===== config.mk =====
export PLATFORM = sky130hd
export DESIGN_NAME = approx_adder_err_monitor
export DESIGN_NICKNAME = d
export VERILOG_FILES = /design/src/rtl/approx_adder_err_monitor.sv
export SDC_FILE = /design/constraint.sdc
export NUM_CORES = 1
export LEC_CHECK = 0
export ABC_AREA = 0
export ABC_CLOCK_PERIOD_IN_PS = 9900
export CORE_UTILIZATION = 49
export CTS_BUF_LIST = sky130_fd_sc_hd__clkbuf_2
export DETAILED_ROUTE_END_ITERATION = 12
export PLACE_DENSITY_LB_ADDON = 0.2
export SYNTH_ARGS = -nofsm -noshare
export SYNTH_HDL_FRONTEND = slang
export SYNTH_SLANG_ARGS = --single-unit

===== constraint.sdc =====
create_clock -name clk -period 9.9 [get_ports clk]
set_input_delay 0.99 -clock clk [delete_from_list [all_inputs] [get_ports clk]]
set_output_delay 0.99 -clock clk [all_outputs]
set_load 0.005 [all_outputs]

===== src/rtl/approx_adder_err_monitor.sv =====
// Approximate-adder error monitor: error count, saturating ED sum and max ED over a sample window.
// Latency: beat to stats is 2 edges, done follows the last beat by 3 edges; in_ready is the only back-pressure and is low outside RUN.
module approx_adder_err_monitor #(
    parameter int WIDTH  = 4,
    parameter int MASK_W = 3,
    parameter int CNT_W  = 16
) (
    input  logic               clk,
    input  logic               rst_n,
    input  logic               start,
    input  logic [CNT_W-1:0]   num_samples,
    input  logic               in_valid,
    output logic               in_ready,
    input  logic [WIDTH-1:0]   in1,
    input  logic [WIDTH-1:0]   in2,
    input  logic [MASK_W-1:0]  mask,
    input  logic [WIDTH-1:0]   approx_out,
    output logic               busy,
    output logic               done,
    output logic [CNT_W-1:0]   err_count,
    output logic [CNT_W-1:0]   ed_sum,
    output logic [WIDTH:0]     ed_max,
    output logic [MASK_W-1:0]  last_mask
);

    localparam int SW = ((CNT_W > WIDTH + 1) ? CNT_W : WIDTH + 1) + 1;
    localparam logic [CNT_W-1:0] CNT_MAX = '1;

    typedef enum logic [1:0] {
        S_IDLE  = 2'd0,
        S_RUN   = 2'd1,
        S_DRAIN = 2'd2,
        S_DONE  = 2'd3
    } state_t;

    state_t state_q, state_d;

    logic               drain_q;
    logic [CNT_W-1:0]   target_q;
    logic [CNT_W-1:0]   cnt_q;
    logic               accept;
    logic               clear;
    logic               last_beat;

    logic               s1_vld;
    logic [WIDTH-1:0]   s1_in1;
    logic [WIDTH-1:0]   s1_in2;
    logic [WIDTH-1:0]   s1_ap;
    logic [MASK_W-1:0]  s1_mask;

    logic [WIDTH:0]     exact;
    logic [WIDTH:0]     ap_ext;
    logic [WIDTH:0]     ed;
    logic [SW-1:0]      sum_ext;
    logic [CNT_W-1:0]   sum_sat;
    logic [CNT_W-1:0]   cnt_sat;

    assign last_beat = accept && ((cnt_q + CNT_W'(1)) == target_q);

    always_comb begin
        state_d  = state_q;
        in_ready = 1'b0;
        busy     = 1'b0;
        done     = 1'b0;
        clear    = 1'b0;
        accept   = 1'b0;
        case (state_q)
            S_IDLE: begin
                if (start) begin
                    clear   = 1'b1;
                    state_d = S_RUN;
                end
            end
            S_RUN: begin
                busy     = 1'b1;
                // An empty window never opens the input and drains straight away.
                in_ready = (target_q != '0);
                accept   = in_valid && in_ready;
                if (target_q == '0 || last_beat) begin
                    state_d = S_DRAIN;
                end
            end
            S_DRAIN: begin
                busy = 1'b1;
                if (drain_q) begin
                    state_d = S_DONE;
                end
            end
            S_DONE: begin
                done = 1'b1;
                if (start) begin
                    clear   = 1'b1;
                    state_d = S_RUN;
                end
            end
            default: state_d = S_IDLE;
        endcase
    end

    always_ff @(posedge clk) begin
        if (!rst_n) begin
            state_q  <= S_IDLE;
            drain_q  <= 1'b0;
            target_q <= '0;
            cnt_q    <= '0;
        end else begin
            state_q <= state_d;
            drain_q <= (state_q == S_DRAIN) ? ~drain_q : 1'b0;
            if (clear) begin
                target_q <= num_samples;
                cnt_q    <= '0;
            end else if (accept) begin
                cnt_q <= cnt_q + CNT_W'(1);
            end
        end
    end

    always_ff @(posedge clk) begin
        if (!rst_n) begin
            s1_vld  <= 1'b0;
            s1_in1  <= '0;
            s1_in2  <= '0;
            s1_ap   <= '0;
            s1_mask <= '0;
        end else begin
            s1_vld <= accept;
            if (accept) begin
                s1_in1  <= in1;
                s1_in2  <= in2;
                s1_ap   <= approx_out;
                s1_mask <= mask;
            end
        end
    end

    // Carry-out is part of the exact sum, so a dropped carry shows up as ED.
    always_comb begin
        exact   = {1'b0, s1_in1} + {1'b0, s1_in2};
        ap_ext  = {1'b0, s1_ap};
        ed      = (exact >= ap_ext) ? (exact - ap_ext) : (ap_ext - exact);
        sum_ext = SW'(ed_sum) + SW'(ed);
        sum_sat = (sum_ext > SW'(CNT_MAX)) ? CNT_MAX : sum_ext[CNT_W-1:0];
        cnt_sat = (err_count == CNT_MAX) ? err_count : err_count + CNT_W'(1);
    end

    always_ff @(posedge clk) begin
        if (!rst_n) begin
            err_count <= '0;
            ed_sum    <= '0;
            ed_max    <= '0;
            last_mask <= '0;
        end else if (clear) begin
            err_count <= '0;
            ed_sum    <= '0;
            ed_max    <= '0;
            last_mask <= '0;
        end else if (s1_vld) begin
            if (ed != '0) begin
                err_count <= cnt_sat;
            end
            ed_sum    <= sum_sat;
            last_mask <= s1_mask;
            if (ed > ed_max) begin
                ed_max <= ed;
            end
        end
    end

endmodule


# == After elaboration in Yosys (flattened, before gate mapping) ==
# Cells that the tools add are included.
# op_classes
add_sub_neg,6
order_cmp,3
n_eq_ne,8
n_mux,12
n_bitwise,3
n_reduce_logical,14
# ops
cell,n
$add A16 B1 Y16 const B,2
$add A16 B5 Y17,1
$gt A17 B16 Y1 const B,1
$eq A16 B16 Y1,1
$eq A16 B16 Y1 const B,1
$logic_not A16 Y1,1
$mux W16,1
$reduce_bool A16 Y1,1
$mux W1,6
$mux W2,3
$pmux W2 S3,1
$reduce_and A3 Y1,2
$reduce_or A2 Y1,3
$add A4 B4 Y5,1
$ge A5 B4 Y1,1
$gt A5 B5 Y1,1
$mux W5,1
$reduce_bool A5 Y1,1
$sub A4 B5 Y5,1
$sub A5 B4 Y5,1
$eq A2 B2 Y1 const B,2
$ne A2 B2 Y1 const B,2
$reduce_and A2 Y1,2
$not A1 Y1,3
other kinds (5),6
# word_totals
regBits,91
in_bits,35
output_inout_bits,43
word_cells,59

# == Depth between registers and ports, before layout ==
# Gate-level depths: netlist (run 1).
# depth
word_depth,7
ltp_mapped,19
depth_no_buf,19

# == Least setup slack after synthesis (run 1) ==
# No wires, ideal clock.
# synth_timing
kind,register -> register
start,register s1_in1[0]
end,register ed_sum[15]
setup_ps,86
arrival_time_ps,3824
setup_slack_ps,5990
path_stages_with_launch,19
period_less_slack_ps,3910
path_cell_list,dfxtp_1 > ha_1 > inv_1 > fa_1 > inv_1 > ha_1 > nor2b_1 > o21a_2 > o31ai_1 > and2_1 > ha_1 > a21o_1 > a21oi_1 > o21bai_1 > a21o_1 > nor2b_1 > nor2b_1 > and4b_1 > a211oi_1
# synth_between
elab_chain_len,6
elab_cells_between_ends,8
classes_between,4 x add/sub; 2 x order compare; 2 x mux
# synth_rtl
element,line,text
"start, declared",46,logic [WIDTH-1:0] s1_in1;
"start signal, assigned",128,s1_in1 <= in1;
$add A4 B4 Y5 *,138,"exact = {1'b0, s1_in1} + {1'b0, s1_in2};"
"$sub A4 B5 Y5, or another cell as far along",140,ed = (exact >= ap_ext) ? (exact - ap_ext) : (ap_ext - exact);
$mux W5 *,140,
via ed[1],53,logic [WIDTH:0] ed;
$add A16 B5 Y17 *,141,sum_ext = SW'(ed_sum) + SW'(ed);
$gt A17 B16 Y1,142,sum_sat = (sum_ext > SW'(CNT_MAX)) ? CNT_MAX : sum_ext[CNT_W-1:0];
$mux W16 *,142,
"end signal, assigned",161,ed_sum <= sum_sat;
"end, declared",21,"output logic [CNT_W-1:0] ed_sum,"
# The timed path passes the listed nets; every way through them passes the cells marked *.
# A chain may end at the register's enable or synchronous reset.

# == Worst setup path after layout (run 1) ==
# layout_timing
start,register s1_in2[0]
end,register ed_sum[9]
# layout_between
elab_chain_len,6
elab_cells_between_ends,8
classes_between,4 x add/sub; 2 x order compare; 2 x mux
# layout_rtl
element,line,text
"start, declared",47,logic [WIDTH-1:0] s1_in2;
"start signal, assigned",129,s1_in2 <= in2;
$add A4 B4 Y5 *,138,
"$sub A4 B5 Y5, or another cell as far along",140,
$mux W5 *,140,
via ed[1],53,
$add A16 B5 Y17 *,141,
$gt A17 B16 Y1,142,
$mux W16 *,142,
# Marked as above.

==> reports/qor.csv, run 1 <==
metric,value,unit
Routed wire per std cell,13.70,um
Slew headroom,20.85,%
CP required,10.43,ns
Starting DRT DRC Count,157,
Max clock buf depth,2,
nets,754,
TritonCTS buffer count,9,
Worst VDD drop,0.0001180,V
Post-synth EDFFs,0,
"Cell Area, Synth",5192,sq um
post-CTS sizing,0,
H-tree depth,3,
Synth top cells by count,"91 x dfxtp_1, 90 x nand2_1, 44 x nor2_1",
"Top FF cell, synth",dfxtp_1,
area grow syn2layout,18.48,%
Crit Path Class,register to register,
DP Worst Slack,5.368,ns
syn_nets,693,
"Slew Viols, Final",0,
largest area contributor in the netlist,dfxtp_1,
GRT Overall Usage,21.71,%
clock skew,0.02656,ns
Placement Cell Area,6015,sq um
fin area,6152,sq um
static leakage,2.177,nW
DR vias,4529,
Port-buffer cells,77,
#FFs+latches synth,91,
yosys warns,0,
Final ANT Viol Nets,0,
CP Capture Type,register,
area share of the largest cell type after synthesis,35.08,%
Core Area,10280,sq um
worst-skew pair later-pin latency,0.56,ns
Root Driver,clkbuf_2,
dpl hpwl,8368,um
Final Hold Fails,0,
Async SR Flop Fraction,0,%
CP max FO,13,
MaxCap Viol Count,0,
Syn Area/Cell,8.295,sq um
Sink Count,91,
Starting Density,50.52,%
Hold Crit Class,register to register,
Rows,37,
Synth area leaders,"dfxtp_1 35%, ha_1 6.7%, nand2_1 6.5%, xnor2_1 4.7%, a21boi_0 4.5%",
fmax,218.4,MHz
diode count,0,
total congestion overflow,0,
RSZ-0062 raised after global routing,false,
PwrDens,191.3,nW/um^2
crit path launch type,register,
number of global-route vias before repair,4250,
Mapped Cells,626,
vias per std cell,5.470,
die height,104.9,um
first-pass GRT wire length,19550,um
period utilization,46.24,%
Clock transition at path regs,0.27,ns
largest net degree at the start of global routing,54,
setup violators final,0,
DRC,0,
die area,11010,sq um
Final WS setup,5.322,ns
Tightest Pin Transition,1.184,ns
final wirelength,11340,um
"Seq/Total Area, Yosys",35.08,%
"count leader, synth",dfxtp_1,
number of distinct library cells after synthesis,58,
first drt pass iteration count,4,
"Arr. time, crit path",5.11,ns
hold_ws,0.4358,ns
Ports,78,
Tmin final,4.578,ns
initial antenna violation count,0,
Die W,104.9,um
TritonCTS clock tree,done,
"Setup Fix Bufs, Post-CTS",0,
"Hold-fix buffers, CTS",0,
GPL Wtd Cong,0.8815,
layout cell share with drive strength beyond 1,4.480,%
setup_tns,0,ns
outcome,"finished, final reports clean",
-- through the flow --
| step | cells | total power (W) | utilization, % |
|---|---|---|---|
| 3_5_place_dp | 812 | 0.0009700 | 58.52 |
| 6_report | 828 | 0.001177 | 59.86 |
| 2_1_floorplan | 626 | 0.0008382 | - |
| 5_1_grt | 828 | 0.001282 | 59.86 |
| 4_1_cts | 828 | 0.001190 | 59.86 |
| 3_3_place_gp | 812 | 0.0009590 | 58.52 |
-- registers in the layout, indices dropped and copies added (netlist names), 2 cells and up --
signal	count
err_count	16
state_q	2
ed_sum	16
ed_max	5
cnt_q	16
s1_ap	4
s1_in2	4
target_q	16
last_mask	3
s1_in1	4
s1_mask	3
-- logic make-up (layout without fill, tap and decap cells) --
family	after synthesis	in the layout	synth area share [%]
adders and majority gates	32	32	8.289
muxes	12	12	2.313
xor gates and xnor gates	46	46	7.759
AOI/OAI and AO/OA	141	141	18.67
DFF	91	91	35.08
and+or+nand+nor	247	247	23.23
buffers and inverters	57	123	4.650
-- path summary, 6_finish.rpt --
kind,from,end,slack (ns),cells past startpoint
setup / recovery,s1_in2[0],ed_sum[9],5.32,17
hold / removal,drain_q,drain_q,0.44,1
setup reg to reg,s1_in2[0],ed_sum[9],5.32,17
hold reg to reg,drain_q,drain_q,0.44,1
-- cell type report --
cell class | count | area [sq um]
well taps | 136 | 170.2
inverters | 28 | 105.1
repair buffers | 79 | 785.8
multi-input cells | 478 | 3132
clock buffers | 10 | 50.05
fillers | 954 | 4125
clock inverters | 6 | 87.58
flip-flops and latches | 91 | 1822
-- worst max-delay path, stage by stage, from the launching register on --
cell	delay, ns
dfxtp_1	0.39
ha_1	0.17
inv_1	0.05
fa_1	0.56
inv_1	0.10
ha_1	0.32
nor2b_1	0.17
o21a_2	0.25
o31ai_1	0.29
and2_1	0.28
fa_1	0.25
a21oi_1	0.09
o21bai_1	0.20
a21oi_1	0.12
nor3_1	0.32
nand4_1	0.53
a41o_1	0.41
nor2_1	0.07
-- placed cells by master (no fill, tap or decap), types with 8 or more instances in the layout --
cell type and instances:
inv_1 28, xor2_1 18, nor3_1 8, and3_1 12, a21boi_0 31, or3_1 12
dfxtp_1 91, ha_1 28, nor2_1 44, o21ai_0 15, nand2b_1 10, o21ai_1 9
clkbuf_2 10, nand3_1 25, nand4_1 12, mux2i_1 12, a21oi_1 32, clkdlybuf4s50_1 77
xnor2_1 28, nand2_1 89
-- routing by layer --
metal / track usage, % / share of wire (%)
met1: 27.61 / 46
met2: 36.94 / 49
met3: 3.431 / 4.1
met4: 8.149 / 1.2
met5: 0 / 0
-- power breakdown --
group | leakage [nW] | switching [W] | internal (W)
registers | 0.737 | 0.0000292 | 0.000398
clock network | 0.0762 | 0.000132 | 0.0000844
logic | 1.36 | 0.000308 | 0.000226
total | 2.18 | 0.000469 | 0.000708
Note: power is estimated with default switching activity, not from simulation.
==> inputs of run 2 (changes only) <==
ABC_CLOCK_PERIOD_IN_PS = 3710   (was 9900)
clock period = 3.71 ns   (was 9.9 ns; I/O delays follow)
==> run 2 against run 1 <==
  * Largest cell class unchanged
  * Sequential power rose to 2.7 times the previous value
  * Combinational power grew to 3.7 times the previous value
  * The run now ends with negative setup slack left
  * Flip-flop and latch count stayed put
  * Global-route usage is 1.7 points higher
  * Via count up 4.6%
  * Power rose to 3.2 times the previous value
  * Utilization increased by 6.1 points
  * Maximum frequency grew 22%
  * Worst hold slack lost 0.12 ns
  * Critical endpoint is now ed_sum[15]
  * Clock power grew to 3.0 times the previous value
  * Highest routed layer unchanged
  * Sequential share of layout area shrank 2.6 points
  * Cell area up 10%
==> reports/qor.csv, run 2 (same netlist as run 1, synthesis figures left out) <==
metric,value,unit,change
vias per std cell,5.453,,-0.30%
setup violators final,4,,+4
Slew headroom,47.23,%,+26 points
GRT Overall Usage,23.44,%,+1.7 points
initial antenna violation count,0,,unchanged
final core occ,65.96,%,+6.1 points
Worst VDD drop,0.0003553,V,+200%
fmax,265.5,MHz,+22%
TritonCTS clock tree,done,,
outcome,"complete, but fails checks",,
"Slew Viols, Final",0,,unchanged
static leakage,2.456,nW,+13%
Die W,104.9,um,unchanged
PwrDens,559.4,nW/um^2,+190%
total power,0.003792,W,+220%
crit path launch type,register,,
GPL Wtd Cong,0.8518,,-3.4%
Starting Density,50.52,%,unchanged
Clock transition at path regs,0.26,ns,about the same
"Arr. time, crit path",4.26,ns,-0.85 ns
Starting DRT DRC Count,243,,+55%
Final Hold Fails,0,,unchanged
Sink Count,91,,unchanged
hold_ws,0.3151,ns,-0.1207 ns
area grow syn2layout,30.55,%,
CP Capture Type,register,,
Hold Crit Class,input pin to register,,
diode count,0,,unchanged
largest net degree at the start of global routing,41,,-24%
CP Cell Sequence,ha_4 > inv_2 > fa_2 > inv_2 > ha_4 > or2_4 > o21a_4 > o31ai_4 > and2_4 > ha_4 > a21o_1 > a21oi_2 > o21bai_1 > a21o_1 > nor2b_4 > nor2b_4 > and4b_1 > a211oi_2,,
Port-buffer cells,77,,unchanged
Final WS setup,-0.05600,ns,-5.378 ns
die area,11010,sq um,unchanged
period utilization,101.5,%,+55 points
RSZ-0062 raised after global routing,true,,
dpl hpwl,8862,um,+5.9%
CP max FO,3,,-10
layout cell share with drive strength beyond 1,16.23,%,+12 points
Core Area,10280,sq um,unchanged
Placed Cells incl. Taps,841,,+3.6%
clock skew,0.02111,ns,-0.005454 ns
Final Instance Count excl. Fillers,869,,+5.0%
CP required,4.21,ns,-6.22 ns
worst-skew pair later-pin latency,0.57,ns,about the same
die height,104.9,um,unchanged
first drt pass iteration count,5,,+1
Crit Path Class,register to register,,
Tmin final,3.766,ns,-0.8122 ns
number of global-route vias before repair,4554,,+7.2%
first-pass GRT wire length,20980,um,+7.3%
max incr delay on CP,0.57,ns,about the same
"leading cell type in the layout, fill and taps excluded",nand2_1,,
violated checks,negative setup slack,,
Rows,37,,unchanged
Final ANT Viol Nets,0,,unchanged
Slowest cell on crit path,fa_2,,
Ports,78,,unchanged
Max clock buf depth,2,,unchanged
total congestion overflow,0,,unchanged
Root Driver,clkbuf_2,,
most frequent cells in the layout,"88 x nand2_1, 87 x dfxtp_1, 77 x clkdlybuf4s50_1",,
"most used cell, CP",ha_4,,
DR vias,4739,,+4.6%
H-tree depth,3,,unchanged
final wirelength,12450,um,+9.7%
MaxCap Viol Count,0,,unchanged
Tightest Pin Transition,0.7887,ns,-0.3949 ns
TritonCTS buffer count,9,,unchanged
DRC,0,,unchanged
Routed wire per std cell,14.32,um,+4.6%
nets,795,,+5.4%
run 2: cell count changes in the layout (fill, tap and decap cells not counted), sizes merged:
| cell | previous run | this run |
|---|---|---|
| bufinv | 2 | 3 |
| buf | 2 | 43 |
| clkinvlp | 2 | 1 |
run 2: power breakdown:
group	internal (W)	switching [W]	total [W]
combinational	0.000986	0.00101	0.00200
clock	0.000294	0.000354	0.000648
sequential	0.00106	0.0000845	0.00115
run 2: cell type report:
type | count | area [sq um]
clock buffers | 10 | 50.05
well taps | 136 | 170.2
multi-input cells | 478 | 3388
inverters | 28 | 105.1
fillers | 868 | 3498
clock inverters | 6 | 111.4
flip-flops and latches | 91 | 1829
repair buffers | 120 | 1125
run 2: worst paths after layout:
path,startpoint,end,slack (ns),depth (start not counted)
worst max-delay path,s1_in1[0],ed_sum[15],-0.06,18
worst min-delay path,num_samples[6],target_q[6],0.32,3
worst min register to register,drain_q,drain_q,0.44,1
worst max register to register,s1_in1[0],ed_sum[15],-0.06,18
run 2: metrics by stage:
stage,setup TNS (ns),instance area (sq um),worst slack [ns]
final,-0.09839,6779,-0.05600
after global routing,-2.187,6779,-0.2023
after CTS,0,6631,0.007805
after detailed placement,-2.710,6296,-0.2020
after global placement,-0.2220,6296,-0.04980
after floorplan,0,5249,0.006783
run 2: critical path, delay by kind of cell, from the launching register on:
kind,cells,cell delay [ns]
AO/OA/AOI/OAI,7,1.22
AND/OR/NAND/NOR,5,0.91
flip-flops,1,0.42
buffers and inverters,2,0.10
adder cells (fa/ha/maj),4,1.05
run 2: layer usage:
layer  wire length, um  part of all wire (%)  track usage (%)
met1              5603                    45            29.00
met2              6198                    50            40.44
met3               498                   4.0            4.180
met4               147                   1.2            8.954
met5                 0                     0                0
run 2: timing repair:
action	in CTS	in global routing
endpoints found under the setup margin	21	21
hold buffers	0	0
pin swaps	20	27
resized for setup	23	29
setup buffers	8	4
